`src/rtl/alu_pipe_if.sv`:
```
// Handshake bundle for alu_pipe: operation in on the source side, result out on the sink side.
// The opcode field is op_type because "type" is a reserved word in SystemVerilog.
interface alu_pipe_if #(
    parameter int unsigned WIDTH = 32
);
    logic             in_valid;
    logic             in_ready;
    logic [WIDTH-1:0] a;
    logic [WIDTH-1:0] b;
    logic [3:0]       op_type;
    logic             out_valid;
    logic             out_ready;
    logic [WIDTH-1:0] c;
    logic [3:0]       flags;
    logic [31:0]      op_cnt;

    modport master (
        output in_valid, a, b, op_type, out_ready,
        input  in_ready, out_valid, c, flags, op_cnt
    );

    modport slave (
        input  in_valid, a, b, op_type, out_ready,
        output in_ready, out_valid, c, flags, op_cnt
    );
endinterface

```
`src/rtl/alu_pipe.sv`:
```
// Pipelined integer ALU: result and flags {err, ovf, carry, zero} are computed at acceptance
// and carried through STAGES elastic register stages, each with its own valid bit.
module alu_pipe #(
    parameter int unsigned WIDTH  = 32,
    parameter int unsigned STAGES = 2
) (
    input logic       clk,
    input logic       rst,
    alu_pipe_if.slave bus
);
    localparam int unsigned SHW = $clog2(WIDTH);

    localparam logic [3:0] OP_ADD  = 4'd0;
    localparam logic [3:0] OP_SUB  = 4'd1;
    localparam logic [3:0] OP_AND  = 4'd2;
    localparam logic [3:0] OP_OR   = 4'd3;
    localparam logic [3:0] OP_XOR  = 4'd4;
    localparam logic [3:0] OP_SLL  = 4'd5;
    localparam logic [3:0] OP_SRL  = 4'd6;
    localparam logic [3:0] OP_SRA  = 4'd7;
    localparam logic [3:0] OP_SLT  = 4'd8;
    localparam logic [3:0] OP_SLTU = 4'd9;

    logic [STAGES-1:0]            stage_vld;
    logic [STAGES-1:0][WIDTH-1:0] stage_res;
    logic [STAGES-1:0][3:0]       stage_flg;
    logic [31:0]                  op_count;

    logic [STAGES-1:0] load;
    logic [STAGES-1:0] advance;
    logic              accept;

    logic [WIDTH:0]   sum_ext;
    logic [WIDTH-1:0] diff;
    logic [SHW-1:0]   shamt;
    logic [WIDTH-1:0] res_new;
    logic             carry_new;
    logic             ovf_new;
    logic             err_new;
    logic [3:0]       flags_new;

    assign sum_ext = {1'b0, bus.a} + {1'b0, bus.b};
    assign diff    = bus.a - bus.b;
    assign shamt   = bus.b[SHW-1:0];

    always_comb begin
        res_new   = '0;
        carry_new = 1'b0;
        ovf_new   = 1'b0;
        err_new   = 1'b0;
        case (bus.op_type)
            OP_ADD: begin
                res_new   = sum_ext[WIDTH-1:0];
                carry_new = sum_ext[WIDTH];
                ovf_new   = (bus.a[WIDTH-1] == bus.b[WIDTH-1]) &&
                            (sum_ext[WIDTH-1] != bus.a[WIDTH-1]);
            end
            OP_SUB: begin
                res_new   = diff;
                carry_new = bus.a < bus.b;
                ovf_new   = (bus.a[WIDTH-1] != bus.b[WIDTH-1]) &&
                            (diff[WIDTH-1] != bus.a[WIDTH-1]);
            end
            OP_AND:  res_new = bus.a & bus.b;
            OP_OR:   res_new = bus.a | bus.b;
            OP_XOR:  res_new = bus.a ^ bus.b;
            OP_SLL:  res_new = bus.a << shamt;
            OP_SRL:  res_new = bus.a >> shamt;
            OP_SRA:  res_new = $unsigned($signed(bus.a) >>> shamt);
            OP_SLT:  res_new = {{(WIDTH-1){1'b0}}, $signed(bus.a) < $signed(bus.b)};
            OP_SLTU: res_new = {{(WIDTH-1){1'b0}}, bus.a < bus.b};
            default: err_new = 1'b1;
        endcase
        flags_new = {err_new, ovf_new, carry_new, res_new == '0};
    end

    // Ready ripples back from the output so an empty stage never stalls the one before it.
    always_comb begin
        load    = '0;
        advance = '0;
        advance[STAGES-1] = stage_vld[STAGES-1] && bus.out_ready;
        load[STAGES-1]    = !stage_vld[STAGES-1] || advance[STAGES-1];
        for (int i = int'(STAGES) - 2; i >= 0; i--) begin
            advance[i] = stage_vld[i] && load[i+1];
            load[i]    = !stage_vld[i] || advance[i];
        end
    end

    assign accept = bus.in_valid && bus.in_ready;

    always_ff @(posedge clk or posedge rst) begin
        if (rst) begin
            stage_vld <= '0;
            stage_res <= '0;
            stage_flg <= '0;
            op_count  <= '0;
        end else begin
            if (load[0]) begin
                stage_vld[0] <= accept;
                stage_res[0] <= res_new;
                stage_flg[0] <= flags_new;
            end
            for (int i = 1; i < int'(STAGES); i++) begin
                if (load[i]) begin
                    stage_vld[i] <= stage_vld[i-1];
                    stage_res[i] <= stage_res[i-1];
                    stage_flg[i] <= stage_flg[i-1];
                end
            end
            if (advance[STAGES-1]) begin
                op_count <= op_count + 32'd1;
            end
        end
    end

    assign bus.in_ready  = !rst && load[0];
    assign bus.out_valid = stage_vld[STAGES-1];
    assign bus.c         = stage_res[STAGES-1];
    assign bus.flags     = stage_flg[STAGES-1];
    assign bus.op_cnt    = op_count;
endmodule

```
`src/flat_wrapper.sv`:
```
// flat-port wrapper written by rule: the top's interface ports become plain ports
module alu_pipe_flat 
#(
    parameter int unsigned WIDTH  = 32,
    parameter int unsigned STAGES = 2
)
  (clk, rst, bus_in_valid, bus_a, bus_b, bus_op_type, bus_out_ready, bus_in_ready, bus_out_valid, bus_c, bus_flags, bus_op_cnt);
  alu_pipe_if #(.WIDTH(WIDTH)) bus_i ();
  input logic clk;
  input logic rst;
  input wire logic [$bits(bus_i.in_valid)-1:0] bus_in_valid;
  input wire logic [$bits(bus_i.a)-1:0] bus_a;
  input wire logic [$bits(bus_i.b)-1:0] bus_b;
  input wire logic [$bits(bus_i.op_type)-1:0] bus_op_type;
  input wire logic [$bits(bus_i.out_ready)-1:0] bus_out_ready;
  output wire logic [$bits(bus_i.in_ready)-1:0] bus_in_ready;
  output wire logic [$bits(bus_i.out_valid)-1:0] bus_out_valid;
  output wire logic [$bits(bus_i.c)-1:0] bus_c;
  output wire logic [$bits(bus_i.flags)-1:0] bus_flags;
  output wire logic [$bits(bus_i.op_cnt)-1:0] bus_op_cnt;
  assign bus_i.in_valid = bus_in_valid;
  assign bus_i.a = bus_a;
  assign bus_i.b = bus_b;
  assign bus_i.op_type = bus_op_type;
  assign bus_i.out_ready = bus_out_ready;
  assign bus_in_ready = bus_i.in_ready;
  assign bus_out_valid = bus_i.out_valid;
  assign bus_c = bus_i.c;
  assign bus_flags = bus_i.flags;
  assign bus_op_cnt = bus_i.op_cnt;
  alu_pipe #(.WIDTH(WIDTH), .STAGES(STAGES)) u_core (.clk(clk), .rst(rst), .bus(bus_i));
endmodule
```
`config.mk`:
```
export PLATFORM = sky130hd
export DESIGN_NAME = alu_pipe_flat
export DESIGN_NICKNAME = d
export VERILOG_FILES = /design/src/rtl/alu_pipe_if.sv /design/src/rtl/alu_pipe.sv /design/src/flat_wrapper.sv
export SDC_FILE = /design/constraint.sdc
export NUM_CORES = 1
export LEC_CHECK = 0
export CELL_PAD_IN_SITES_DETAIL_PLACEMENT = 2
export CELL_PAD_IN_SITES_GLOBAL_PLACEMENT = 2
export CORE_MARGIN = 4
export CORE_UTILIZATION = 25
export DETAILED_ROUTE_END_ITERATION = 16
export PLACE_DENSITY = 0.67
export SYNTH_ARGS = -nofsm -noshare
export SYNTH_HDL_FRONTEND = slang
export SYNTH_SLANG_ARGS = --single-unit
```
`constraint.sdc`:
```
create_clock -name clk -period 4.5 [get_ports clk]
set_input_delay 0.45 -clock clk [delete_from_list [all_inputs] [get_ports clk]]
set_output_delay 0.45 -clock clk [all_outputs]
set_load 0.01 [all_outputs]
```
==> metrics.cfg <==
[worst_hold_path]
whs_path_depth = 1
min_path_type = flop to flop
min-delay-start = u_core.bus.op_cnt[31]$_DFFE_PP0P_
holdPathEnd = u_core.bus.op_cnt[31]$_DFFE_PP0P_

[global_routing]
grt_pass1_wl_um = 120000
grt_overflow = 0
grt_pass1_vias = 17500
grt_max_degree = 77
antenna_found_initial = 4
grt_use_total_pct = 26.1

[critical_path]
r2r_end = u_core.stage_flg[0]$_DFFE_PP0N_
crit_family = simple AND/OR/NAND/NOR gates
cp-end-kind = flop
required_ps = 4800
cpPeakStageDelay_ps = 560
cp.buffers_inverters = 4
rr_worst_depth = 12
crit_fanout = 7
rrSetupSlack_ps = 1050
crit_slowest_cell = or4_1
crit_path_start_kind = primary input
cp.arrival_ps = 4700
critPathKind = primary input to flop
regToRegStartpoint = u_core.stage_vld[1]$_DFFE_PP0P_
critical_path.cell_chain = clkdlybuf4s50_1 > inv_1 > ha_1 > a21o_1 > and3_1 > buf_4 > a2111oi_4 > buf_4 > nor3_1 > or4_1 > a21oi_2 > or3_1 > nand4b_1 > or4_1 > nor4_1 > a32o_2

[cts]
clk_pin_slew_ps = 70
cts_root_buf = clkbuf_16
cts.path.max_buffers = 2
clock_latency_ps = 360
htree_levels = 3
cts_tree = built
cts_buffers = 9
post_cts_buffers = 0
cts.sinks = 106
cts_hold_buf = 0

[power]
p_clk_share_pct = 18.5
p_per_area_nw_per_um2 = 221
share_seq_of_total_power_pct = 27.4
p_leak_nw = 8.45
ir_drop_uv = 280
switching_power_mw = 1.77
netSwitchingFraction_pct = 41.9
pwr-share-comb_pct = 54.1
internal_power_mw = 2.45

[logic_synthesis]
syn_inst = 1794
synthFlopType = dfrtp_1
ys.warnings.count = 0
synth.distinct_cells = 89
ys_seq_area_share_pct = 18.6
syn_area_per_cell_um2 = 7.97
synth_area_um2 = 14300
ys_async_sr_fraction_pct = 100
synth_nets = 1968
synth_edf_count = 0
synth-seq-cells = 106

[routing]
wl_met3_um = 3930
top_layer = met5
wl_um = 82000
postRouteAntennaNets = 0
dr.pass1.iters = 5
wl_met1_um = 35100
via_per_inst = 5.72
wl_met2_um = 38300
via_count = 16600
wire_per_inst_um = 28.3
drc_errors = 0
drt_iter0_drc = 1387

[floorplanning]
die_area_um2 = 61100
chipHeight_um = 247
core-area_um2 = 56500
fp-row-count = 87
dieWidth_um = 247
ioPinCount = 142
initial_core_util_pct = 25.3

[run]
drv_cap = 0

[sta]
hold_viol_final = 0
setup_tns_ps = 0
fin_crit_sh_pct = 97.8
max_freq_mhz = 227
whs_ps = 478
tightest_slew_ps = 1160
final_max_slew_viol_count = 0
finClkSkew_ps = 7.82
grt_setup_unrepaired = false
slew_headroom_pct = 22.1
min_period_ps = 4400
setup_viol = 0

[final_layout]
final_layout_size_suffix_gt1_share_pct = 24.8
multi_input_area_um2 = 10500
fillCellCount = 6463
nNetsFinal = 2312
area_growth_syn_to_layout_pct = 33.9
diodes = 0
seq_area_um2 = 2650

[placed_design]
gp_congestion = 1.01
dp_hpwl_um = 68000
portBuffers = 141

[run_status]
status = finished, final reports clean

-- power by group through the flow --
stage / logic [mW] / registers, mW / clock network (mW)
6_report: 2.28 / 1.16 / 0.780
5_1_grt: 2.41 / 1.18 / 0.850
2_1_floorplan: 1.12 / 1.15 / 0
4_1_cts: 2.24 / 1.16 / 0.813
3_3_place_gp: 2.17 / 1.17 / 0
3_5_place_dp: 2.23 / 1.18 / 0
-- area by class of cell --
class	count	share of cell area [%]
clock buffer	9	1.18
clock inverter	7	0.353
inverter	107	2.11
multi-input combinational	1408	54.6
sequential	106	13.9
tap	756	4.94
timing repair buffer	506	22.9
-- metrics by stage --
stage / area (um^2) / power (mW) / utilization [%] / cells / setup WS (ps)
floorplan: 14300 / 2.27 / - / 1794 / 72.3
global placement: 18800 / 3.34 / 33.2 / 2883 / -240
detailed placement: 18800 / 3.41 / 33.2 / 2883 / -303
CTS: 19100 / 4.22 / 33.7 / 2899 / 64.7
global route: 19100 / 4.44 / 33.9 / 2899 / 6.91
finish: 19100 / 4.22 / 33.9 / 2899 / 101
-- layer usage --
metal | track usage, % | up-vias
met5 | 0 | -
met4 | 12.4 | 6
met3 | 1.79 | 141
met2 | 44.2 | 590
met1 | 33.7 | 8520
li1 | - | 7338
-- flip-flops by register name, summed over array words and instances (netlist names) --
signal and cells:
u_core.bus.c 32, u_core.bus.op_cnt 32, u_core.stage_res 32, u_core.bus.flags 4
u_core.stage_flg 4, u_core.stage_vld 2
-- cells in the final DEF, fill, tap and decap left out, types with 16 or more instances in the layout --
cell	instances
o31ai_1	16
nand2_1	165
a22oi_1	17
o21ai_0	88
nand4_1	22
clkdlybuf4s50_1	136
o22ai_1	25
mux4_2	35
nor2_1	138
buf_12	21
mux2i_1	75
a21oi_1	124
buf_4	345
o221ai_1	17
and3_1	22
a221oi_1	21
nor3_1	37
xnor2_1	28
nand3_1	47
dfrtp_1	106
ha_1	99
mux2_2	64
nand2b_1	18
o211ai_1	21
inv_1	103
a211oi_1	36
a22o_1	22
-- logic make-up after synthesis --
family	Yosys count	synth area share, %
xor gates and xnor gates	35	2.14
buffers and inverters	280	9.14
muxes	175	16.0
and+or+nand+nor	551	18.8
DFF	106	18.6
adders and majority gates	102	9.03
AOI/OAI and AO/OA	545	26.3
-- synth_stat cells (all sizes together) (19+ instances only) --
cell type	instances	area share (%)
a211oi	38	2.0
a21oi	128	4.5
a221oi	23	1.5
a22o	22	1.3
and3	24	1.1
buf	88	4.1
clkbuf	85	2.2
dfrtp	106	19
ha	100	8.8
inv	106	2.8
mux2	64	5.0
mux2i	75	5.3
mux4	36	5.7
nand2	165	4.3
nand3	47	1.6
nand4	22	0.96
nor2	139	3.6
nor3	38	1.4
nor4	19	0.83
o211ai	21	1.1
o21ai	94	3.3
o22ai	25	1.1
xnor2	28	1.7
-- how the worst max path moves through the flow --
| stage | from | end | slack, ps | cells past startpoint |
|---|---|---|---|---|
| finish | bus_a[4] | u_core.stage_flg[0]$_DFFE_PP0N_ | 100 | 16 |
| global route | bus_a[0] | u_core.stage_flg[0]$_DFFE_PP0N_ | 7 | 17 |
| CTS | bus_a[1] | u_core.stage_flg[0]$_DFFE_PP0N_ | 60 | 14 |
| detailed placement | bus_a[1] | u_core.stage_flg[0]$_DFFE_PP0N_ | -300 | 14 |
| global placement | bus_a[0] | u_core.stage_flg[0]$_DFFE_PP0N_ | -240 | 16 |
| floorplan | bus_b[3] | u_core.stage_flg[0]$_DFFE_PP0N_ | 70 | 18 |
-- repair_timing --
item	CTS	global route
endpoints found under the setup margin	0	4
endpoints found under the hold margin	0	0
gates resized for setup	0	18
Power figures use the tool's default switching activity.
